==> src/rtl/imem_pkg.sv <==
// Shared definitions for the instruction memory fetch unit.
//   NOP_WORD_DEFAULT : ADDI x0,x0,0. It is the clear pattern and the value
//                      returned on a faulting fetch.
//   fetch_state_t    : controller states. INIT clears the array; RUN serves
//                      load and fetch traffic.
package imem_pkg;

  localparam logic [31:0] NOP_WORD_DEFAULT = 32'h0000_0013;

  typedef enum logic [0:0] {
    ST_INIT = 1'b0,
    ST_RUN  = 1'b1
  } fetch_state_t;

endpackage

==> src/rtl/imem_ram.sv <==
// Single-port-write / single-port-read instruction array with a registered read.
// Ports:
//   clk   : clock, rising edge
//   we    : write enable
//   waddr : word index written when we=1
//   wdata : word written
//   re    : read enable; rdata updates only when re=1, otherwise it holds
//   raddr : word index read
//   rdata : registered read data, valid one cycle after re
// The array has no reset. The controller clears it explicitly after reset.
module imem_ram #(
  parameter int DEPTH = 64,
  parameter int XLEN  = 32,
  parameter int AW    = 6
) (
  input  logic            clk,
  input  logic            we,
  input  logic [AW-1:0]   waddr,
  input  logic [XLEN-1:0] wdata,
  input  logic            re,
  input  logic [AW-1:0]   raddr,
  output logic [XLEN-1:0] rdata
);

  logic [XLEN-1:0] mem_r [DEPTH];

  // Write port
  always_ff @(posedge clk) begin
    if (we) begin
      mem_r[waddr] <= wdata;
    end
  end

  // Registered read port; the output holds its value between reads
  always_ff @(posedge clk) begin
    if (re) begin
      rdata <= mem_r[raddr];
    end
  end

endmodule

==> src/rtl/imem_fetch_unit.sv <==
// Instruction memory with a program-load port and a one-cycle-latency fetch port.
// After reset the unit spends exactly DEPTH cycles writing NOP_WORD to every
// word. It then enters RUN and serves load and fetch traffic.
// Ports:
//   clk, rst                       : clock; asynchronous active-high reset
//   load_valid/load_ready          : program-load handshake
//   load_addr/load_data            : byte address and data for the load
//   load_err                       : one-cycle pulse after a bad accepted load
//   fetch_valid/fetch_ready        : fetch handshake (a pending load blocks fetch)
//   fetch_addr                     : byte PC
//   rsp_valid/rsp_instr/rsp_fault  : fetch response, one cycle after accept
//   init_done                      : high once the clear has completed
module imem_fetch_unit
  import imem_pkg::*;
#(
  parameter int              DEPTH    = 64,
  parameter int              XLEN     = 32,
  parameter logic [XLEN-1:0] NOP_WORD = XLEN'(NOP_WORD_DEFAULT)
) (
  input  logic            clk,
  input  logic            rst,
  input  logic            load_valid,
  output logic            load_ready,
  input  logic [31:0]     load_addr,
  input  logic [XLEN-1:0] load_data,
  output logic            load_err,
  input  logic            fetch_valid,
  output logic            fetch_ready,
  input  logic [31:0]     fetch_addr,
  output logic            rsp_valid,
  output logic [XLEN-1:0] rsp_instr,
  output logic            rsp_fault,
  output logic            init_done
);

  localparam int AW = $clog2(DEPTH);

  // An address is usable when it is word aligned and its word index is inside the array.
  function automatic logic addr_ok(input logic [31:0] addr);
    return (addr[1:0] == 2'b00) && (addr[31:AW+2] == {(30-AW){1'b0}});
  endfunction

  fetch_state_t    state_r;
  logic [AW-1:0]   clr_idx_r;
  logic            rsp_valid_r;
  logic            rsp_fault_r;
  logic            rsp_nop_r;     // when set, the response word is NOP_WORD instead of RAM data
  logic            load_err_r;

  logic            run_s;
  logic            load_fire_s;
  logic            load_ok_s;
  logic            fetch_fire_s;
  logic            fetch_ok_s;
  logic            ram_we_s;
  logic [AW-1:0]   ram_waddr_s;
  logic [XLEN-1:0] ram_wdata_s;
  logic            ram_re_s;
  logic [XLEN-1:0] ram_rdata_s;

  assign run_s        = (state_r == ST_RUN);
  assign load_ok_s    = addr_ok(load_addr);
  assign fetch_ok_s   = addr_ok(fetch_addr);
  assign load_fire_s  = load_valid && run_s;
  // A load wins the array. Fetches are therefore refused whenever a load is presented.
  assign fetch_ready  = run_s && !load_valid;
  assign fetch_fire_s = fetch_valid && fetch_ready;

  assign load_ready = run_s;
  assign init_done  = run_s;
  assign load_err   = load_err_r;
  assign rsp_valid  = rsp_valid_r;
  assign rsp_fault  = rsp_fault_r;
  // RAM rdata only moves on an in-range read, so the response word holds between responses.
  assign rsp_instr  = rsp_nop_r ? NOP_WORD : ram_rdata_s;

  // RAM write-port steering: the clear sweep during INIT, accepted good loads during RUN
  always_comb begin
    ram_we_s    = 1'b0;
    ram_waddr_s = clr_idx_r;
    ram_wdata_s = NOP_WORD;
    if (!run_s) begin
      ram_we_s    = 1'b1;
      ram_waddr_s = clr_idx_r;
      ram_wdata_s = NOP_WORD;
    end else begin
      ram_we_s    = load_fire_s && load_ok_s;
      ram_waddr_s = load_addr[AW+1:2];
      ram_wdata_s = load_data;
    end
  end

  // A faulting fetch does not read the array; its response is forced to NOP_WORD.
  assign ram_re_s = fetch_fire_s && fetch_ok_s;

  // Controller FSM together with the registered response and error flags
  always_ff @(posedge clk or posedge rst) begin
    if (rst) begin
      state_r     <= ST_INIT;
      clr_idx_r   <= {AW{1'b0}};
      rsp_valid_r <= 1'b0;
      rsp_fault_r <= 1'b0;
      rsp_nop_r   <= 1'b1;
      load_err_r  <= 1'b0;
    end else begin
      case (state_r)
        ST_INIT: begin
          rsp_valid_r <= 1'b0;
          load_err_r  <= 1'b0;
          clr_idx_r   <= clr_idx_r + {{(AW-1){1'b0}}, 1'b1};
          if (clr_idx_r == AW'(DEPTH - 1)) begin
            state_r <= ST_RUN;
          end else begin
            state_r <= ST_INIT;
          end
        end
        ST_RUN: begin
          rsp_valid_r <= fetch_fire_s;
          load_err_r  <= load_fire_s && !load_ok_s;
          if (fetch_fire_s) begin
            rsp_fault_r <= !fetch_ok_s;
            rsp_nop_r   <= !fetch_ok_s;
          end else begin
            rsp_fault_r <= rsp_fault_r;
            rsp_nop_r   <= rsp_nop_r;
          end
        end
        default: begin
          state_r     <= ST_INIT;
          clr_idx_r   <= {AW{1'b0}};
          rsp_valid_r <= 1'b0;
          rsp_fault_r <= 1'b0;
          rsp_nop_r   <= 1'b1;
          load_err_r  <= 1'b0;
        end
      endcase
    end
  end

  imem_ram #(
    .DEPTH (DEPTH),
    .XLEN  (XLEN),
    .AW    (AW)
  ) u_ram (
    .clk   (clk),
    .we    (ram_we_s),
    .waddr (ram_waddr_s),
    .wdata (ram_wdata_s),
    .re    (ram_re_s),
    .raddr (fetch_addr[AW+1:2]),
    .rdata (ram_rdata_s)
  );

endmodule

==> config.mk <==
export PLATFORM = sky130hd
export DESIGN_NAME = imem_fetch_unit
export DESIGN_NICKNAME = d
export VERILOG_FILES = /design/src/rtl/imem_pkg.sv /design/src/rtl/imem_ram.sv /design/src/rtl/imem_fetch_unit.sv
export SDC_FILE = /design/constraint.sdc
export NUM_CORES = 2
export LEC_CHECK = 0
export BUFFER_PORTS_ARGS = -buffer_cell sky130_fd_sc_hd__buf_2
export CORE_MARGIN = 4
export CORE_UTILIZATION = 57
export CTS_BUF_LIST = sky130_fd_sc_hd__clkbuf_4 sky130_fd_sc_hd__clkbuf_8
export DETAILED_ROUTE_END_ITERATION = 8
export HOLD_SLACK_MARGIN = 0.06
export PLACE_DENSITY_LB_ADDON = 0.2
export SYNTH_ARGS = -nofsm -noshare
export SYNTH_HDL_FRONTEND = slang
export SYNTH_HIERARCHICAL = 1
export SYNTH_SLANG_ARGS = --single-unit
==> constraint.sdc <==
create_clock -name clk -period 6 [get_ports clk]
set_clock_uncertainty 0.05 [all_clocks]
set_input_delay 1.2 -clock clk [delete_from_list [all_inputs] [get_ports clk]]
set_output_delay 1.2 -clock clk [all_outputs]
set_load 0.005 [all_outputs]
=== Yosys cells after proc, flatten, opt, wreduce, memory -nomap -nowiden ===
Memory sizes are Yosys's and may differ from the RTL's. A register that Yosys moved wholly into a read port is not among the register bits.
Cells that the tools add are included.

* Memories: 1
* Bits in writable memories: 2,048
* Bits of input ports: 100
* Logic and storage cells: 36
* Flip-flop bits (word level): 11
* Output and inout port bits: 38

* Equality and inequality tests: 1
* Bitwise gates (word level): 1
* Add/subtract/negate cells: 1
* Mux-type cells: 10
* Reductions and logical operators: 16

{| class="wikitable"
|+ Memories
! memory !! depth !! width !! rd ports !! clocked after Yosys merged registers in !! write ports !! RTL line !! RTL
|-
| u_ram.mem_r || 64 || 32 || 1 || 1 || 1 || imem_ram.sv:25 || <nowiki>logic [XLEN-1:0] mem_r [DEPTH];</nowiki>
|}

{| class="wikitable"
|+ Operator list
! kind !! number
|-
| 2-to-1 mux 32 bit || 2
|-
| zero test 24 bit || 2
|-
| logical AND 1 bit || 8
|-
| adder 6 x 1 -> 6 bit (second input constant) || 1
|-
| equality test 6 bit (second input constant) || 1
|-
| 2-to-1 mux 6 bit || 1
|-
| 2-to-1 mux 1 bit || 5
|-
| zero test 2 bit || 2
|-
| case mux 1 bit (2 select lines) || 2
|-
| zero test 1 bit || 3
|-
| AND reduction 2 bit || 1
|-
| inverter 1 bit || 1
|}

=== Logic depth before layout (Yosys ltp) ===
* Depth after elaboration: 6
* Mapped depth: 10
* Gate-level depth less buffers: 6

=== Hierarchy ===
Netlist, hierarchy kept.

{| class="wikitable"
|+ By module, submodules not included
! module !! times used !! cells an instance !! area an instance (um^2) !! seq. area each (um^2)
|-
| imem_ram || 1 || 3,324 || 78,835.6 || 62,459.9
|-
| imem_fetch_unit || 1 || 132 || 1,157.4 || 276.5
|}

=== Worst setup path before layout ===
OpenSTA, ideal clock, no wires.

* Path kind: input to register
* Start: in load_addr[18]
* End: mem u_ram.mem_r[48][0] (enable)
* Arrival: 4.463 ns
* Slack: 1.026 ns
* Data required time: 5.489 ns
* Setup time: 0.461 ns
* Stages: 6
* Cells stage by stage: nor4_2 > nand4_1 > o21ai_1 > nor2b_1 > nand4b_1 > nor3_1

* Longest elaborated chain between the ends: 6

{| class="wikitable"
|+ RTL lines
! element !! RTL line !! RTL
|-
| from (decl) || imem_fetch_unit.sv:24 || <nowiki>input logic [31:0] load_addr,</nowiki>
|-
| zero test 24 bit || imem_fetch_unit.sv:40 || <nowiki>return (addr[1:0] == 2'b00) && (addr[31:AW+2] == {(30-AW){1'b0}});</nowiki>
|-
| logical AND 1 bit || imem_fetch_unit.sv:40 ||
|-
| logical AND 1 bit || imem_fetch_unit.sv:87 || <nowiki>ram_we_s = load_fire_s && load_ok_s;</nowiki>
|-
| 2-to-1 mux 1 bit || imem_fetch_unit.sv:82 || <nowiki>if (!run_s) begin</nowiki>
|-
| via ram_we_s || imem_fetch_unit.sv:55 || <nowiki>logic ram_we_s;</nowiki>
|-
| 2-to-1 mux 1 bit || imem_ram.sv:29 || <nowiki>if (we) begin</nowiki>
|-
| 2-to-1 mux 1 bit (not written as such) || imem_ram.sv:30 || <nowiki>mem_r[waddr] <= wdata;</nowiki>
|-
| to (decl) || imem_ram.sv:25 ||
|}

The timed path passes the listed nets, and every way through them passes these cells.

=== Worst setup path in the final report ===
* Start: reg rsp_nop_r
* End: out rsp_instr[21]

* Longest elaborated chain between the ends: 1

{| class="wikitable"
|+ RTL lines
! element !! RTL line !! RTL
|-
| from (decl) || imem_fetch_unit.sv:47 || <nowiki>logic rsp_nop_r;</nowiki>
|-
| from (signal assigned) || imem_fetch_unit.sv:122 || <nowiki>rsp_nop_r <= !fetch_ok_s;</nowiki>
|-
| from (signal assigned) || imem_fetch_unit.sv:125 || <nowiki>rsp_nop_r <= rsp_nop_r;</nowiki>
|-
| 2-to-1 mux 32 bit || imem_fetch_unit.sv:75 || <nowiki>assign rsp_instr = rsp_nop_r ? NOP_WORD : ram_rdata_s;</nowiki>
|-
| to (decl) || imem_fetch_unit.sv:31 || <nowiki>output logic [XLEN-1:0] rsp_instr,</nowiki>
|}

Every way passes these cells.

==> flow_summary.toml <==
[critical_path]
critPathCapture = "rsp_instr[21]"
cp_data_arrival_time_ps = 2900
r2r_cells = 5
end_kind = "primary output"
rrSetupSlack_ps = 2190
crit_path_start = "rsp_nop_r$_DFFE_PP1P_"
r2r-start = "init_done$_DFF_PP0_"
critPathKind = "flop to primary output"
cp_max_fo = 33
worstReg2RegEnd = "u_ram/mem_r[40][15]$_DFFE_PP_"
start_kind = "flop"
crit_required_ps = 4750

[pwr]
swShare_pct = 20.3
p_switching_uw = 5670
ir_drop_uv = 240
combPwrFrac_pct = 2.3
p_seq_share_pct = 56.7
leakagePower_uw = 0.0233
p_int_uw = 22200
pwr-share-clk_pct = 41.0
p_per_area_nw_per_um2 = 309

[die]
ios = 138
die_width_um = 383
initial_core_util_pct = 57.3
dieHeight_um = 383
rows = 137
die_area_um2 = 146000
core_um2 = 140000

[cts]
clockBufferDepth = 4
clockRootBuffer = "clkbuf_8"
insertion_delay_ps = 1020
cts_setup_buffers = 0
path_clk_slew_ps = 70
numCtsBuffers = 333
htreeDepth = 5
clock_sinks = 2091
tritoncts = "yes"

[detailed_routing]
met1_length_um = 75800
drc = 0
maxUsedRoutingLayer = "met5"
drt-total-wl_um = 200000
wire_per_inst_um = 33.3
wl_met2_um = 94000
drt_first_pass_iters = 5
vias = 39500
wl_met3_um = 24100
vias_per_cell = 6.58
ant_nets = 0
drt_iter0_drc = 5982

[finish]
finalNetCount = 3996
mostFrequentLayoutCells = "2,080 x edfxtp_1, 544 x mux4_2, 341 x clkbuf_8"
layout_commonest_cell = "edfxtp_1"
drive_gt1_share_pct = 34.8
syn2layout_area_growth_pct = 12.7
post-route-util_pct = 64.6

[global_route]
grt_util_all_layers_pct = 27.9
grt_max_degree = 86
grt_pass1_vias = 40300
antenna_found_initial = 15
grt_pass1_wl_um = 289000
grt-ovfl-total = 0

[placement]
place_congestion = 0.831
dp_slack_ps = 1230
portBuffers = 137
place_hpwl_um = 114000

[logic_synthesis]
synth_nets = 3557
synth_edf_count = 2080
syn_inst = 3456
async_flop_share_pct = 0.526
ys.warnings.count = 6
ys.flop_type = "edfxtp_1"
synth_cell_type_count = 51
yosysTopAreaCellShare_pct = 78.1
syn_area_per_cell_um2 = 23.1
synth_top_area_cell = "edfxtp_1"
ys_seq_elements = 2091
syn_area_um2 = 80000
synthTopCellsByArea = "edfxtp_1 78%, mux4_2 15%, mux2i_1 1.2%, nor2_1 0.66%, o22ai_1 0.66%"
seq_area_frac_synth_pct = 78.4

[timing]
finalHoldViolCount = 0
finalSetupViolCount = 0
setup_ws_ps = 1850
fin_crit_sh_pct = 69.1
report.final.slew_viol_count = 0
min_period_ps = 4150
fin_setup_tns_ps = 0
tightest_slew_ps = 1330
relSlewSlack_pct = 11.4
rsz0062_at_grt = "no"
whs_ps = 451
fmax_ghz = 0.241

[hold_path]
min_path_type = "flop to flop"
hp-start = "clr_idx_r[5]$_DFFE_PP0N_"

[outcome]
outcome = "finished, final reports clean"

[run]
maxCapViolCount = 0
-- synthesized netlist by cell type (7+ instances only) --
cell type and number:
and2_1 32, edfxtp_1 2080, nor4_2 9, o22ai_1 84
a21oi_1 64, buf_2 59, nor2b_1 44, nand2b_1 12
mux4_2 544, buf_4 27, nor3_1 7, nand2_1 26
buf_1 21, mux2i_1 93, nor2_1 141, a311oi_1 8
clkbuf_1 78, dfrtp_1 10, a22oi_1 12, o221ai_1 27
nand3_1 7
-- power groups by stage --
stage | combinational, uW | clock, uW | sequential [uW]
after global placement | 639 | 0 | 16100
final | 643 | 11400 | 15800
after global routing | 676 | 12400 | 15800
after floorplan | 420 | 0 | 16100
after CTS | 644 | 11600 | 15800
after detailed placement | 644 | 0 | 16100
-- area by class of cell --
type / instances / area [um2]
clock buffer: 436 / 5410
tap: 1876 / 2350
sequential: 2091 / 62700
antenna: 7 / 17.5
fill: 8994 / 49300
multi-input combinational: 1173 / 16800
timing repair buffer: 295 / 2080
inverter: 1 / 3.75
clock inverter: 131 / 753
-- worst min-delay path by stage --
stage | end | cells past startpoint
after floorplan | clr_idx_r[5]$_DFFE_PP0N_ | 1
after detailed placement | clr_idx_r[5]$_DFFE_PP0N_ | 1
final | clr_idx_r[5]$_DFFE_PP0N_ | 1
after CTS | load_err$_DFF_PP0_ | 2
after global placement | clr_idx_r[5]$_DFFE_PP0N_ | 1
after global routing | load_err$_DFF_PP0_ | 2
-- what timing repair did --
item                                   CTS  global route
hold buffers                             1             0
resized for setup                        0             0
endpoints found under the hold margin    7             0
-- kinds of logic after synthesis --
| family | share of synthesized area [%] |
|---|---|
| multiplexers | 16.6 |
| AND/OR/NAND/NOR | 2.05 |
| AO/OA/AOI/OAI | 1.68 |
| XOR/XNOR | 0.0547 |
| adder cells (fa/ha/maj) | 0.0156 |
| buffers and inverters | 1.18 |
| flip-flops | 78.4 |
-- registers in the layout (all words and copies together) (netlist names) --
signal       flops
u_ram/mem_r   2048
u_ram/rdata     32
clr_idx_r        6
init_done        1
load_err         1
rsp_fault        1
rsp_nop_r        1
rsp_valid        1
-- stage by stage --
stage / instances / total power, uW / cell area (um2)
2_1_floorplan: 3456 / 16500 / 80000
3_3_place_gp: 5435 / 16800 / 84000
3_5_place_dp: 5435 / 16800 / 84000
4_1_cts: 6003 / 28100 / 90200
5_1_grt: 6009 / 28900 / 90200
6_report: 6010 / 27900 / 90200
-- metal layers --
layer,vias to the layer above,track usage (%)
met4,2,9.45
met2,2606,41.9
li1,15700,-
met5,-,0
met1,20900,40.9
met3,326,7.13
-- critical path: stages, from the launching register on --
cell,delay (ps)
dfstp_2,1180
nor2b_1,390
buf_2,250
Power figures use the tool's default switching activity.
